### config.mk
export PLATFORM = sky130hd
export DESIGN_NAME = pulpino_boot_ctrl
export DESIGN_NICKNAME = d
export VERILOG_FILES = /design/src/rtl/pulpino_boot_pkg.sv /design/src/rtl/pulpino_sat_cnt.sv /design/src/rtl/pulpino_boot_ctrl.sv
export SDC_FILE = /design/constraint.sdc
export NUM_CORES = 1
export LEC_CHECK = 0
export ABC_AREA = 1
export CELL_PAD_IN_SITES_DETAIL_PLACEMENT = 1
export CELL_PAD_IN_SITES_GLOBAL_PLACEMENT = 1
export CORE_MARGIN = 2
export CORE_UTILIZATION = 32
export CTS_CLUSTER_SIZE = 20
export DETAILED_ROUTE_END_ITERATION = 8
export HOLD_SLACK_MARGIN = 0.15
export PLACE_DENSITY = 0.79
export SLEW_MARGIN = 20
export SYNTH_ARGS = -nofsm -noshare
export SYNTH_HDL_FRONTEND = slang
export SYNTH_HIERARCHICAL = 1
export SYNTH_SLANG_ARGS = --single-unit
### constraint.sdc
create_clock -name clk -period 1.9 [get_ports clk]
set_input_delay 0.38 -clock clk [delete_from_list [all_inputs] [get_ports clk]]
set_output_delay 0.38 -clock clk [all_outputs]
set_load 0.05 [all_outputs]
### src/rtl/pulpino_boot_pkg.sv
// Shared types and constants for the PULPino boot controller.
package pulpino_boot_pkg;

  localparam int unsigned BOOT_RST_CYCLES_DEFAULT = 16;
  localparam int unsigned BOOT_CNT_W_DEFAULT      = 32;
  localparam int unsigned HOLD_CNT_W              = 8;

  typedef enum logic [2:0] {
    BOOT_IDLE = 3'd0,
    BOOT_HOLD = 3'd1,
    BOOT_LOAD = 3'd2,
    BOOT_RUN  = 3'd3,
    BOOT_DONE = 3'd4,
    BOOT_TOUT = 3'd5
  } boot_state_e;

  typedef struct packed {
    logic core_rst_n;
    logic fetch_en;
    logic busy;
    logic done;
    logic tout;
  } boot_out_t;

  // Output pattern for a state; registered against the next state so flops track the FSM.
  function automatic boot_out_t boot_decode(input boot_state_e st);
    boot_out_t o;
    o = '0;
    case (st)
      BOOT_HOLD: o.busy = 1'b1;
      BOOT_LOAD: begin
        o.core_rst_n = 1'b1;
        o.busy       = 1'b1;
      end
      BOOT_RUN: begin
        o.core_rst_n = 1'b1;
        o.fetch_en   = 1'b1;
        o.busy       = 1'b1;
      end
      BOOT_DONE: begin
        o.core_rst_n = 1'b1;
        o.done       = 1'b1;
      end
      BOOT_TOUT: o.tout = 1'b1;
      default:   o = '0;
    endcase
    return o;
  endfunction

endpackage

### src/rtl/pulpino_sat_cnt.sv
// Clearable, enabled up-counter that sticks at all-ones.
module pulpino_sat_cnt #(
  parameter int unsigned CNT_W = 32
) (
  input  logic             clk,
  input  logic             rst_n,
  input  logic             clr_i,
  input  logic             en_i,
  output logic [CNT_W-1:0] cnt_o
);

  logic [CNT_W-1:0] cnt_q;
  logic [CNT_W-1:0] cnt_d;

  always_comb begin
    cnt_d = cnt_q;
    if (clr_i) begin
      cnt_d = '0;
    end else if (en_i && (cnt_q != '1)) begin
      cnt_d = cnt_q + CNT_W'(1);
    end
  end

  always_ff @(posedge clk or negedge rst_n) begin
    if (!rst_n) begin
      cnt_q <= '0;
    end else begin
      cnt_q <= cnt_d;
    end
  end

  assign cnt_o = cnt_q;

endmodule

### src/rtl/pulpino_boot_ctrl.sv
// Boot sequencer: holds the SoC in reset, waits for the SPI loader, runs the core until EOC.
// Optional watchdog (RUN -> TOUT) is built only when PULPINO_BOOT_WDOG_EN is defined.
module pulpino_boot_ctrl
  import pulpino_boot_pkg::*;
#(
  parameter int unsigned RST_CYCLES = BOOT_RST_CYCLES_DEFAULT,
  parameter int unsigned CNT_W      = BOOT_CNT_W_DEFAULT
) (
  input  logic             clk,
  input  logic             rst_n,
  input  logic             start_i,
  input  logic             abort_i,
  input  logic             load_done_i,
  input  logic             eoc_i,
  input  logic [CNT_W-1:0] timeout_lim_i,
  output logic             core_rst_n_o,
  output logic             fetch_enable_o,
  output logic             busy_o,
  output logic             done_o,
  output logic             timeout_o,
  output logic [CNT_W-1:0] run_cycles_o
);

  boot_state_e          state_q;
  boot_state_e          state_d;
  boot_out_t            out_q;
  boot_out_t            out_d;
  logic [HOLD_CNT_W-1:0] hold_cnt;
  logic [CNT_W-1:0]      run_cnt;
  logic                  hold_last_c;
  logic                  wdog_fire_c;
  logic                  run_clr_c;

  assign hold_last_c = (hold_cnt == HOLD_CNT_W'(RST_CYCLES - 1));

`ifdef PULPINO_BOOT_WDOG_EN
  // run_cnt counts completed RUN cycles, so limit-1 here means the N-th edge leaves RUN.
  assign wdog_fire_c = (timeout_lim_i != '0) && (run_cnt >= (timeout_lim_i - CNT_W'(1)));
`else
  logic unused_timeout_lim;
  assign unused_timeout_lim = ^timeout_lim_i;
  assign wdog_fire_c        = 1'b0;
`endif

  always_comb begin
    state_d = state_q;
    case (state_q)
      BOOT_IDLE: if (start_i) state_d = BOOT_HOLD;
      BOOT_HOLD: if (hold_last_c) state_d = BOOT_LOAD;
      BOOT_LOAD: if (load_done_i) state_d = BOOT_RUN;
      BOOT_RUN: begin
        if (eoc_i) begin
          state_d = BOOT_DONE;
        end else if (wdog_fire_c) begin
          state_d = BOOT_TOUT;
        end
      end
      BOOT_DONE, BOOT_TOUT: if (start_i) state_d = BOOT_HOLD;
      default: state_d = BOOT_IDLE;
    endcase
    if (abort_i) begin
      state_d = BOOT_IDLE;
    end
    out_d = boot_decode(state_d);
`ifndef PULPINO_BOOT_WDOG_EN
    out_d.tout = 1'b0;
`endif
  end

  always_ff @(posedge clk or negedge rst_n) begin
    if (!rst_n) begin
      state_q <= BOOT_IDLE;
      out_q   <= '0;
    end else begin
      state_q <= state_d;
      out_q   <= out_d;
    end
  end

  pulpino_sat_cnt #(
    .CNT_W (HOLD_CNT_W)
  ) u_hold_cnt (
    .clk   (clk),
    .rst_n (rst_n),
    .clr_i (state_q != BOOT_HOLD),
    .en_i  (state_q == BOOT_HOLD),
    .cnt_o (hold_cnt)
  );

  // Run counter is zeroed on every (re)start and on abort, and otherwise holds outside RUN.
  assign run_clr_c = (state_d == BOOT_IDLE) || (state_d == BOOT_HOLD);

  pulpino_sat_cnt #(
    .CNT_W (CNT_W)
  ) u_run_cnt (
    .clk   (clk),
    .rst_n (rst_n),
    .clr_i (run_clr_c),
    .en_i  (state_q == BOOT_RUN),
    .cnt_o (run_cnt)
  );

  assign core_rst_n_o   = out_q.core_rst_n;
  assign fetch_enable_o = out_q.fetch_en;
  assign busy_o         = out_q.busy;
  assign done_o         = out_q.done;
  assign timeout_o      = out_q.tout;
  assign run_cycles_o   = run_cnt;

endmodule

==> key figures, run 1 <==
Clock tree
  – Clock transition at path regs: 0.10 ns
  – TritonCTS clock tree: done
  – # H-tree levels: 2
  – Clk sinks: 47
  – Root buf cell: clkbuf_8
  – Clock tree buffer depth: 2
  – Cts bufs inserted: 5
  – Clk_lat worst skew: between 0.3 and 0.4 ns

Power
  – VDD IR max: about 0.23 mV
  – Part of the power in combinational logic: 0.097
  – Switching share of power: 0.278
  – P_sw: 513 uW
  – Clock power frac: 0.349
  – Seq pwr share: 0.554
  – Power density over cell area: between 400 and 500 nW/um^2
  – Static Leakage: 0.00201 uW
  – Internal Power: 1330 uW
  – Pwr Total: 1840 uW

Finish
  – Inserted Diodes: 0
  – Fin cells: between 700 and 800
  – Area Growth Syn to Fin: 29.7%
  – Fin nets: 612
  – Share of layout cells above drive strength 1: 0.227

Logic synthesis
  – Flops & latches, synth: 47
  – Synth top area cells: dfrtp_1, nand2_1, nor2_1
  – Yosys top cell area share: 0.367
  – Seq/Total Area, Yosys: 0.367
  – Syn Nets: between 500 and 600
  – Synth unique cells: 33
  – Synth area leader: dfrtp_1
  – Synth Cell Area: roughly 3200 um^2
  – Mapped Cells: around 490
  – Warnings from Yosys: 6
  – Syn_area_per_cell: roughly 6.6 um^2

Global route
  – Initial antenna violation count: 0
  – Congestion Overflow GR: 0
  – Largest net degree at the start of global routing: 32
  – Vias in the first global route: between 3000 and 4000
  – Global Route Usage Sum: 0.192
  – First-pass GRT wire length: between 15 and 20 mm

Critical path
  – Worst path max stage delay: 0.80 ns
  – Worst EP arrival: around 1.4 ns
  – Crit path max-delay cell type: clkdlybuf4s50_1
  – CP required: between 1.5 and 2 ns
  – Startpoint types: flip-flop
  – Crit-path cells: clkdlybuf4s50_1
  – Critical Setup Path Class: reg2out
  – CP Capture Type: primary output
  – Crit-path max FO: 1
  – Crit-path leading delay family: buffers and inverters
  – Buf/Inv on CP: 1

Placement
  – GPL Wtd Cong: between 0.8 and 0.9
  – Post-DP HPWL: around 7.6 mm
  – Port bufs: slightly above 40
  – Pre-CTS setup slack: -0.234 ns
  – Placed insts: 688

STA
  – RSZ-0062 raised after global routing: false
  – Clock Skews: 0.0107 ns
  – Final Hold Vio Count: 0
  – Rel. slew slack: 0.660
  – Endpoints failing setup: 0
  – Final worst path period share: 0.958
  – Min Tclk post-route: roughly 1.8 ns
  – Fmax achieved: between 0.5 and 0.6 GHz
  – Max-slew violations: 0
  – Worst-Margin Slew: between 0.5 and 0.6 ns
  – Final Worst Setup Slack: between 0.08 and 0.09 ns
  – Hold_ws: roughly 0.52 ns

Floorplanning
  – Die X: 104 um
  – Core area: between 9000 and 10000 um^2
  – DIE AREA: between 10000 and 15000 um^2
  – Row cnt: 36
  – Initial Utilization: 0.329
  – Die height: 104 um
  – IO Pins: between 70 and 80

Detailed routing
  – Routed Antenna Nets: 0
  – Vias: ~3400
  – Post-route DRC: 0
  – Via/cell ratio: 4.81
  – Wire length per cell: about 14 um
  – Iter 0 DRT Violations: between 100 and 150
  – Drt total wl: around 10 mm
  – DRT Pass-1 Iters: 4

Status
  – Status: complete, no violations

Job
  – Max Cap Violations: 0

Hold path
  – Hold Crit Class: reg2reg
[power groups by stage]
| stage | logic, uW | registers [uW] | clock network, uW |
|---|---|---|---|
| after floorplan | 83.6 | 1050 | 0 |
| after global placement | 167 | 1040 | 0 |
| after detailed placement | 173 | 1040 | 0 |
| after CTS | 175 | 1020 | 676 |
| after global routing | 202 | 1020 | 706 |
| final | 178 | 1020 | 645 |
[sequential cells by signal, indices dropped and copies added, names as in the netlist]
name	cells
done_o	1
core_rst_n_o	1
busy_o	1
u_hold_cnt/cnt_o	8
u_run_cnt/cnt_o	32
fetch_enable_o	1
state_q	3
[cells in the final DEF (no fill, tap or decap), types with 8 or more instances in the layout]
master	netlist	layout
nand4_1	9	9
nand2_1	175	173
nor2_1	68	65
clkdlybuf4s50_1	0	8
dfrtp_1	47	42
o21ai_1	11	12
a21oi_1	8	8
nor2_2	8	9
nand2_2	6	8
buf_4	1	71
nand3_1	48	48
inv_1	59	56
[metrics by stage]
stage               utilization  cell area [um^2]  setup TNS (ns)
global route              0.427              4150               0
detailed placement        0.406              3950           -6.06
CTS                       0.417              4050               0
global placement          0.406              3950           -5.47
finish                    0.427              4150               0
floorplan                     -              3210               0
[what timing repair did]
| item | CTS | global route |
|---|---|---|
| hold endpoints to repair | 16 | 0 |
| endpoints found under the setup margin | 0 | 31 |
| gates resized for setup | 0 | 16 |
| setup buffers | 0 | 9 |
| hold buffers | 1 | 0 |
[per-layer routing]
layer,up-vias,global-route usage,part of all wire
li1,1680,-,-
met5,-,0,0
met2,39,0.349,0.50
met1,1668,0.243,0.46
met4,0,0.0454,0.011
met3,7,0.0244,0.025
[area by class of cell]
class                      instances  area [um^2]
clock buffer                       5         68.8
clock inverter                     3         20.0
fill                            1315         5580
inverter                          62          238
multi-input combinational        370         1750
sequential                        47         1180
tap                              133          166
timing repair buffer              86          728
[worst paths after layout]
path | start | endpoint | slack [ns] | cells after the start
min in group asynchronous | rst_n | u_hold_cnt/cnt_o[6] | 0.54 | 2
setup reg to reg | state_q[0] | u_run_cnt/cnt_o[9] | 0.12 | 13
setup / recovery | busy_o | busy_o | 0.08 | 1
hold / removal | u_run_cnt/cnt_o[1] | u_run_cnt/cnt_o[1] | 0.52 | 2
max in group asynchronous | rst_n | u_run_cnt/cnt_o[8] | 0.81 | 3
hold reg to reg | u_run_cnt/cnt_o[1] | u_run_cnt/cnt_o[1] | 0.52 | 2
[Yosys cell counts]
library cell / number
buf_1: 1
conb_1: 1
nor2_1: 68
a21oi_2: 2
o21ai_2: 1
dfrtp_1: 47
buf_6: 4
a21oi_1: 8
nor2_2: 8
or2_2: 1
o21ai_1: 11
nand2_4: 4
ha_1: 2
a22oi_1: 1
xor2_1: 5
nand2_1: 175
buf_2: 1
inv_1: 59
xnor2_1: 4
nor2_8: 1
o21bai_1: 2
clkinv_4: 1
buf_4: 1
nand2_2: 6
nand3_1: 48
nor2_4: 3
nor3_1: 2
nand3b_1: 1
clkbuf_1: 2
o21ai_0: 6
nand2_8: 1
nand4_1: 9
inv_2: 2
[kinds of logic (layout without fill, tap and decap cells)]
group | Yosys count | after routing | share of synthesized area
buffers and inverters | 71 | 156 | 0.0957
DFF | 47 | 47 | 0.367
adders and majority gates | 2 | 2 | 0.00781
and+or+nand+nor | 327 | 327 | 0.449
xor gates and xnor gates | 9 | 9 | 0.0246
other | 1 | 1 | 0.00117
AOI/OAI and AO/OA | 31 | 31 | 0.0543
(Power assumes the default switching activity.)
==> run 2: changes to the inputs <==
--- a/config.mk
+++ b/config.mk
@@ -9,11 +9,11 @@
 export CELL_PAD_IN_SITES_DETAIL_PLACEMENT = 1
 export CELL_PAD_IN_SITES_GLOBAL_PLACEMENT = 1
 export CORE_MARGIN = 2
-export CORE_UTILIZATION = 32
+export CORE_UTILIZATION = 35
 export CTS_CLUSTER_SIZE = 20
 export DETAILED_ROUTE_END_ITERATION = 8
 export HOLD_SLACK_MARGIN = 0.15
-export PLACE_DENSITY = 0.79
+export PLACE_DENSITY = 0.82
 export SLEW_MARGIN = 20
 export SYNTH_ARGS = -nofsm -noshare
 export SYNTH_HDL_FRONTEND = slang
==> constraint.sdc (replaced) <==
create_clock -name clk -period 2.06 [get_ports clk]
set_input_delay 0.412 -clock clk [delete_from_list [all_inputs] [get_ports clk]]
set_output_delay 0.412 -clock clk [all_outputs]
set_load 0.05 [all_outputs]
==> key figures, run 2 (synthesized netlist as in run 1, its figures left out) <==
STA
  – Max-slew violations: 0
  – Setup tns final: 0 ns
  – Worst-Margin Slew: a little over 0.6 ns
  – Clock Skews: approximately 0.0066 ns
  – RSZ-0062 raised after global routing: true
  – Final Worst Setup Slack: between 0.05 and 0.06 ns
  – Final Hold Vio Count: 0
  – Rel. slew slack: 0.589
  – Hold_ws: about 0.42 ns
  – Endpoints failing setup: 0
  – Final worst path period share: 0.975
  – Fmax achieved: between 0.4 and 0.5 GHz
  – Min Tclk post-route: roughly 2 ns

Power
  – Switching share of power: 0.256
  – Seq pwr share: 0.573
  – Power density over cell area: about 410 nW/um^2
  – P_sw: around 420 uW
  – Pwr Total: 1640 uW
  – Static Leakage: roughly 0.0020 uW
  – Part of the power in combinational logic: 0.092
  – VDD IR max: about 0.22 mV
  – Clock power frac: 0.335
  – Internal Power: 1220 uW

Clock tree
  – Root buf cell: clkbuf_8
  – Clock transition at path regs: around 0.090 ns
  – TritonCTS clock tree: done
  – Clk_lat worst skew: 0.30 ns
  – # H-tree levels: 2
  – Clk sinks: 47
  – Setup Fix Bufs, Post-CTS: 0
  – Clock tree buffer depth: 2
  – Cts bufs inserted: 5

Critical path
  – CP Capture Type: primary output
  – Crit-path leading delay family: buffers and inverters
  – Crit-path cells: clkdlybuf4s50_1
  – Worst path max stage delay: roughly 0.84 ns
  – Crit-path max FO: 5
  – Worst EP arrival: about 1.6 ns
  – Crit path max-delay cell type: clkdlybuf4s50_1
  – Startpoint types: flip-flop
  – CP required: 1.65 ns
  – Buf/Inv on CP: 1
  – Critical Setup Path Class: reg2out

Detailed routing
  – Vias: 3276
  – Routed Antenna Nets: 0
  – DRT Pass-1 Iters: 4
  – Post-route DRC: 0
  – Drt total wl: ~9.6 mm
  – Via/cell ratio: 4.99
  – Iter 0 DRT Violations: 77
  – Wire length per cell: between 10 and 15 um

Global route
  – Global Route Usage Sum: 0.204
  – Met2 GRT Util: 0.356
  – Initial antenna violation count: 0
  – Vias in the first global route: 3463
  – Largest net degree at the start of global routing: 47
  – GR met1 Demand/Resource: 0.263
  – Busiest grt layer: met2
  – Congestion Overflow GR: 0
  – Met3 track demand over resource: 0.0253
  – First-pass GRT wire length: between 15 and 20 mm

Hold path
  – Hold Crit Class: in2async

Job
  – Max Cap Violations: 0

Finish
  – Max reg flops: 32
  – Fin nets: 588
  – Inserted Diodes: 0
  – Share of layout cells above drive strength 1: 0.115
  – Most common cell after layout, fill and taps aside: nand2_1
  – Area Growth Syn to Fin: 24.1%
  – Most frequent cells in the layout: nand2_1, nor2_1, inv_1

Floorplanning
  – Core area: around 8800 um^2
  – DIE AREA: 9930 um^2
  – IO Pins: 75
  – Die height: 99.7 um
  – Row cnt: 34
  – Die X: 99.7 um
  – Initial Utilization: 0.364

Placement
  – Post-DP HPWL: roughly 7.2 mm
  – Port bufs: 41
  – GPL Wtd Cong: roughly 0.86
  – Pre-CTS setup slack: -0.195 ns

Status
  – Status: complete, no violations
-- run 2: cell count changes in the layout (fill, tap and decap cells not counted), moves of 3 or more --
cell	previous run	this run
nor2_1	65	68
clkdlybuf4s50_1	8	26
dfrtp_2	5	1
dfrtp_1	42	46
buf_4	71	20
dlymetal6s2s_1	0	10
-- run 2: path summary, 6_finish.rpt --
kind | from | to | slack (ns) | cells after the start
min in group clk | u_run_cnt/cnt_o[1] | u_run_cnt/cnt_o[1] | 0.56 | 2
setup reg to reg | u_run_cnt/cnt_o[0] | u_run_cnt/cnt_o[19] | 0.15 | 11
hold / removal | rst_n | fetch_enable_o | 0.42 | 2
max in group asynchronous | rst_n | u_run_cnt/cnt_o[1] | 0.85 | 3
hold reg to reg | u_run_cnt/cnt_o[1] | u_run_cnt/cnt_o[1] | 0.56 | 2
setup / recovery | u_run_cnt/cnt_o[15] | run_cycles_o[15] | 0.05 | 1
-- run 2: timing repair --
action,4_1_cts,5_1_grt
resized for setup,0,13
hold buffers,1,0
endpoints found under the setup margin,0,33
hold endpoints to repair,1,0
-- run 2: per-stage QoR --
stage,cells,instance area [um^2],util
6_report,657,3970,0.451
5_1_grt,657,3970,0.451
4_1_cts,657,3940,0.448
3_3_place_gp,648,3850,0.437
2_1_floorplan,488,3200,-
3_5_place_dp,648,3850,0.437
-- run 2: routing by layer --
layer | up-vias | part of all wire
met1 | 1588 | 0.46
met2 | 46 | 0.51
met5 | - | 0
met3 | 9 | 0.020
li1 | 1633 | -
met4 | 0 | 0.013
-- run 2: layout make-up --
type                       count  area, um^2
timing repair buffer          62         622
inverter                      62         238
clock buffer                   7        76.3
sequential                    47        1180
tap                          108         135
clock inverter                 1        5.00
fill                        1175        4830
multi-input combinational    370        1720
-- run 2: power groups by stage --
stage               Clock [uW]  Combinational (uW)  Sequential, uW
global route               618                 171             944
global placement             0                 147             960
detailed placement           0                 152             960
floorplan                    0                77.1             970
CTS                        591                 154             942
finish                     551                 151             942
==> run 3: changes to the inputs <==
--- a/config.mk
+++ b/config.mk
@@ -14,6 +14,7 @@
 export DETAILED_ROUTE_END_ITERATION = 8
 export HOLD_SLACK_MARGIN = 0.15
 export PLACE_DENSITY = 0.82
+export SKIP_CTS_REPAIR_TIMING = 1
 export SLEW_MARGIN = 20
 export SYNTH_ARGS = -nofsm -noshare
 export SYNTH_HDL_FRONTEND = slang
==> constraint.sdc (replaced) <==
create_clock -name clk -period 2.06 [get_ports clk]
set_input_delay 0.412 -clock clk [delete_from_list [all_inputs] [get_ports clk]]
set_output_delay 0.412 -clock clk [all_outputs]
set_load 0.02 [all_outputs]
==> key figures, run 3 (synthesized netlist as in run 1, its figures left out) <==
Status
  – Status: complete, no violations

Finish
  – Max reg flops: 32
  – Area Growth Syn to Fin: 24.3%
  – Share of layout cells above drive strength 1: 0.111
  – Fin cells: between 600 and 700
  – # fillers: 1159
  – Most frequent cells in the layout: nand2_1, nor2_1, inv_1
  – Most common cell after layout, fill and taps aside: nand2_1
  – FF+latch area: approximately 1200 um^2
  – Inserted Diodes: 0
  – Fin nets: ~590
  – Area of the multi-input gates: 1720 um^2

Power
  – Switching share of power: 0.265
  – VDD IR max: 0.272 mV
  – P_sw: ~440 uW
  – Part of the power in combinational logic: 0.088
  – Static Leakage: between 0.0015 and 0.002 uW
  – Power density over cell area: 418 nW/um^2
  – Seq pwr share: 0.567
  – Clock power frac: 0.345
  – Internal Power: roughly 1200 uW

Global route
  – Met3 track demand over resource: 0.0232
  – Met2 GRT Util: 0.373
  – GR met1 Demand/Resource: 0.267
  – Busiest grt layer: met2
  – Congestion Overflow GR: 0
  – Initial antenna violation count: 0
  – Largest net degree at the start of global routing: 47
  – Global Route Usage Sum: 0.209
  – First-pass GRT wire length: roughly 17 mm
  – Vias in the first global route: around 3500

STA
  – Hold_ws: between 0.4 and 0.5 ns
  – Min Tclk post-route: around 1.9 ns
  – RSZ-0062 raised after global routing: false
  – Max-slew violations: 0
  – Final worst path period share: 0.936
  – Fmax achieved: just over 0.5 GHz
  – Clock Skews: ~0.011 ns
  – Endpoints failing setup: 0
  – Rel. slew slack: 0.582
  – Worst-Margin Slew: 0.627 ns
  – Final Hold Vio Count: 0

Detailed routing
  – Drt total wl: around 10 mm
  – Post-route DRC: 0
  – Routed Antenna Nets: 0
  – Iter 0 DRT Violations: 110
  – DRT Pass-1 Iters: 4
  – Via/cell ratio: 5.08
  – Vias: approximately 3400
  – Wire length per cell: 14.9 um

Hold path
  – Hold Crit Class: in2async

Clock tree
  – TritonCTS clock tree: done
  – Clk_lat worst skew: 0.31 ns
  – Clock transition at path regs: approximately 0.10 ns
  – # H-tree levels: 2
  – Clk sinks: 47
  – Cts bufs inserted: 5
  – Root buf cell: clkbuf_8
  – Clock tree buffer depth: 2

Critical path
  – Crit-path max FO: 10
  – CP Capture Type: flip-flop
  – Worst EP arrival: roughly 2.2 ns
  – CP required: 2.30 ns
  – Critical Setup Path Class: reg2reg
  – FF-to-FF Start: u_run_cnt/cnt_o[0]
  – Startpoint types: flip-flop
  – FF-to-FF setup slack: between 0.1 and 0.15 ns
  – Worst r2r dst: u_run_cnt/cnt_o[24]
  – Worst reg2reg path depth: 12

Job
  – Max Cap Violations: 0

Floorplanning
  – Die X: about 100 um
  – IO Pins: 75
  – DIE AREA: 9930 um^2
  – Core area: 8810 um^2
  – Initial Utilization: 0.364
  – Die height: 99.7 um
  – Row cnt: 34

Placement
  – Post-DP HPWL: 7.45 mm
  – GPL Wtd Cong: about 0.86
  – Port bufs: 41
  – Placed insts: approximately 650
-- run 3: stage by stage --
stage | power [uW] | setup slack (ns) | util | instance area (um^2) | setup TNS (ns)
final | 1660 | 0.131 | 0.452 | 3980 | 0
after global routing | 1740 | 0.00918 | 0.452 | 3980 | 0
after global placement | 1100 | -0.102 | 0.439 | 3860 | -2.00
after detailed placement | 1110 | -0.205 | 0.439 | 3860 | -4.83
after CTS | 1680 | 0.0707 | 0.448 | 3940 | 0
after floorplan | 1040 | 0.202 | - | 3200 | 0
-- run 3: power groups by stage --
| stage | Sequential [uW] | Combinational, uW | Clock (uW) |
|---|---|---|---|
| 2_1_floorplan | 965 | 74.7 | 0 |
| 3_3_place_gp | 960 | 140 | 0 |
| 3_5_place_dp | 961 | 147 | 0 |
| 4_1_cts | 943 | 148 | 591 |
| 5_1_grt | 945 | 166 | 631 |
| 6_report | 943 | 147 | 574 |
-- run 3: how the worst max path moves through the flow --
stage | slack, ns | start | depth (start not counted) | endpoint
after floorplan | 0.20 | state_q[0] | 11 | u_run_cnt/cnt_o[21]
after global placement | -0.10 | eoc_i | 12 | u_run_cnt/cnt_o[25]
after detailed placement | -0.20 | eoc_i | 12 | u_run_cnt/cnt_o[19]
after CTS | 0.07 | u_run_cnt/cnt_o[1] | 11 | u_run_cnt/cnt_o[19]
after global routing | 0.009 | eoc_i | 12 | u_run_cnt/cnt_o[14]
final | 0.13 | u_run_cnt/cnt_o[0] | 12 | u_run_cnt/cnt_o[24]
-- run 3: final cells by class --
cell class,instances,area share
timing repair buffer,65,0.158
multi-input combinational,370,0.432
clock inverter,1,0.00126
clock buffer,7,0.0192
tap,108,0.0340
inverter,62,0.0597
sequential,47,0.296
-- run 3: critical path, cell delays in order, from the launching register on --
cell     delay [ns]
dfrtp_1        0.42
ha_1           0.22
nand2_2        0.08
nor2_4         0.19
nand2_4        0.13
nor2_8         0.18
nand2_4        0.08
nand2_8        0.10
nand2_4        0.06
inv_2          0.09
buf_12         0.14
nand2_1        0.07
nand2_1        0.09
-- run 3: routing by layer --
metal  up-vias  part of all wire
li1       1636                 -
met1      1639              0.46
met2        64              0.50
met3        12             0.024
met4         0             0.015
met5         -                 0
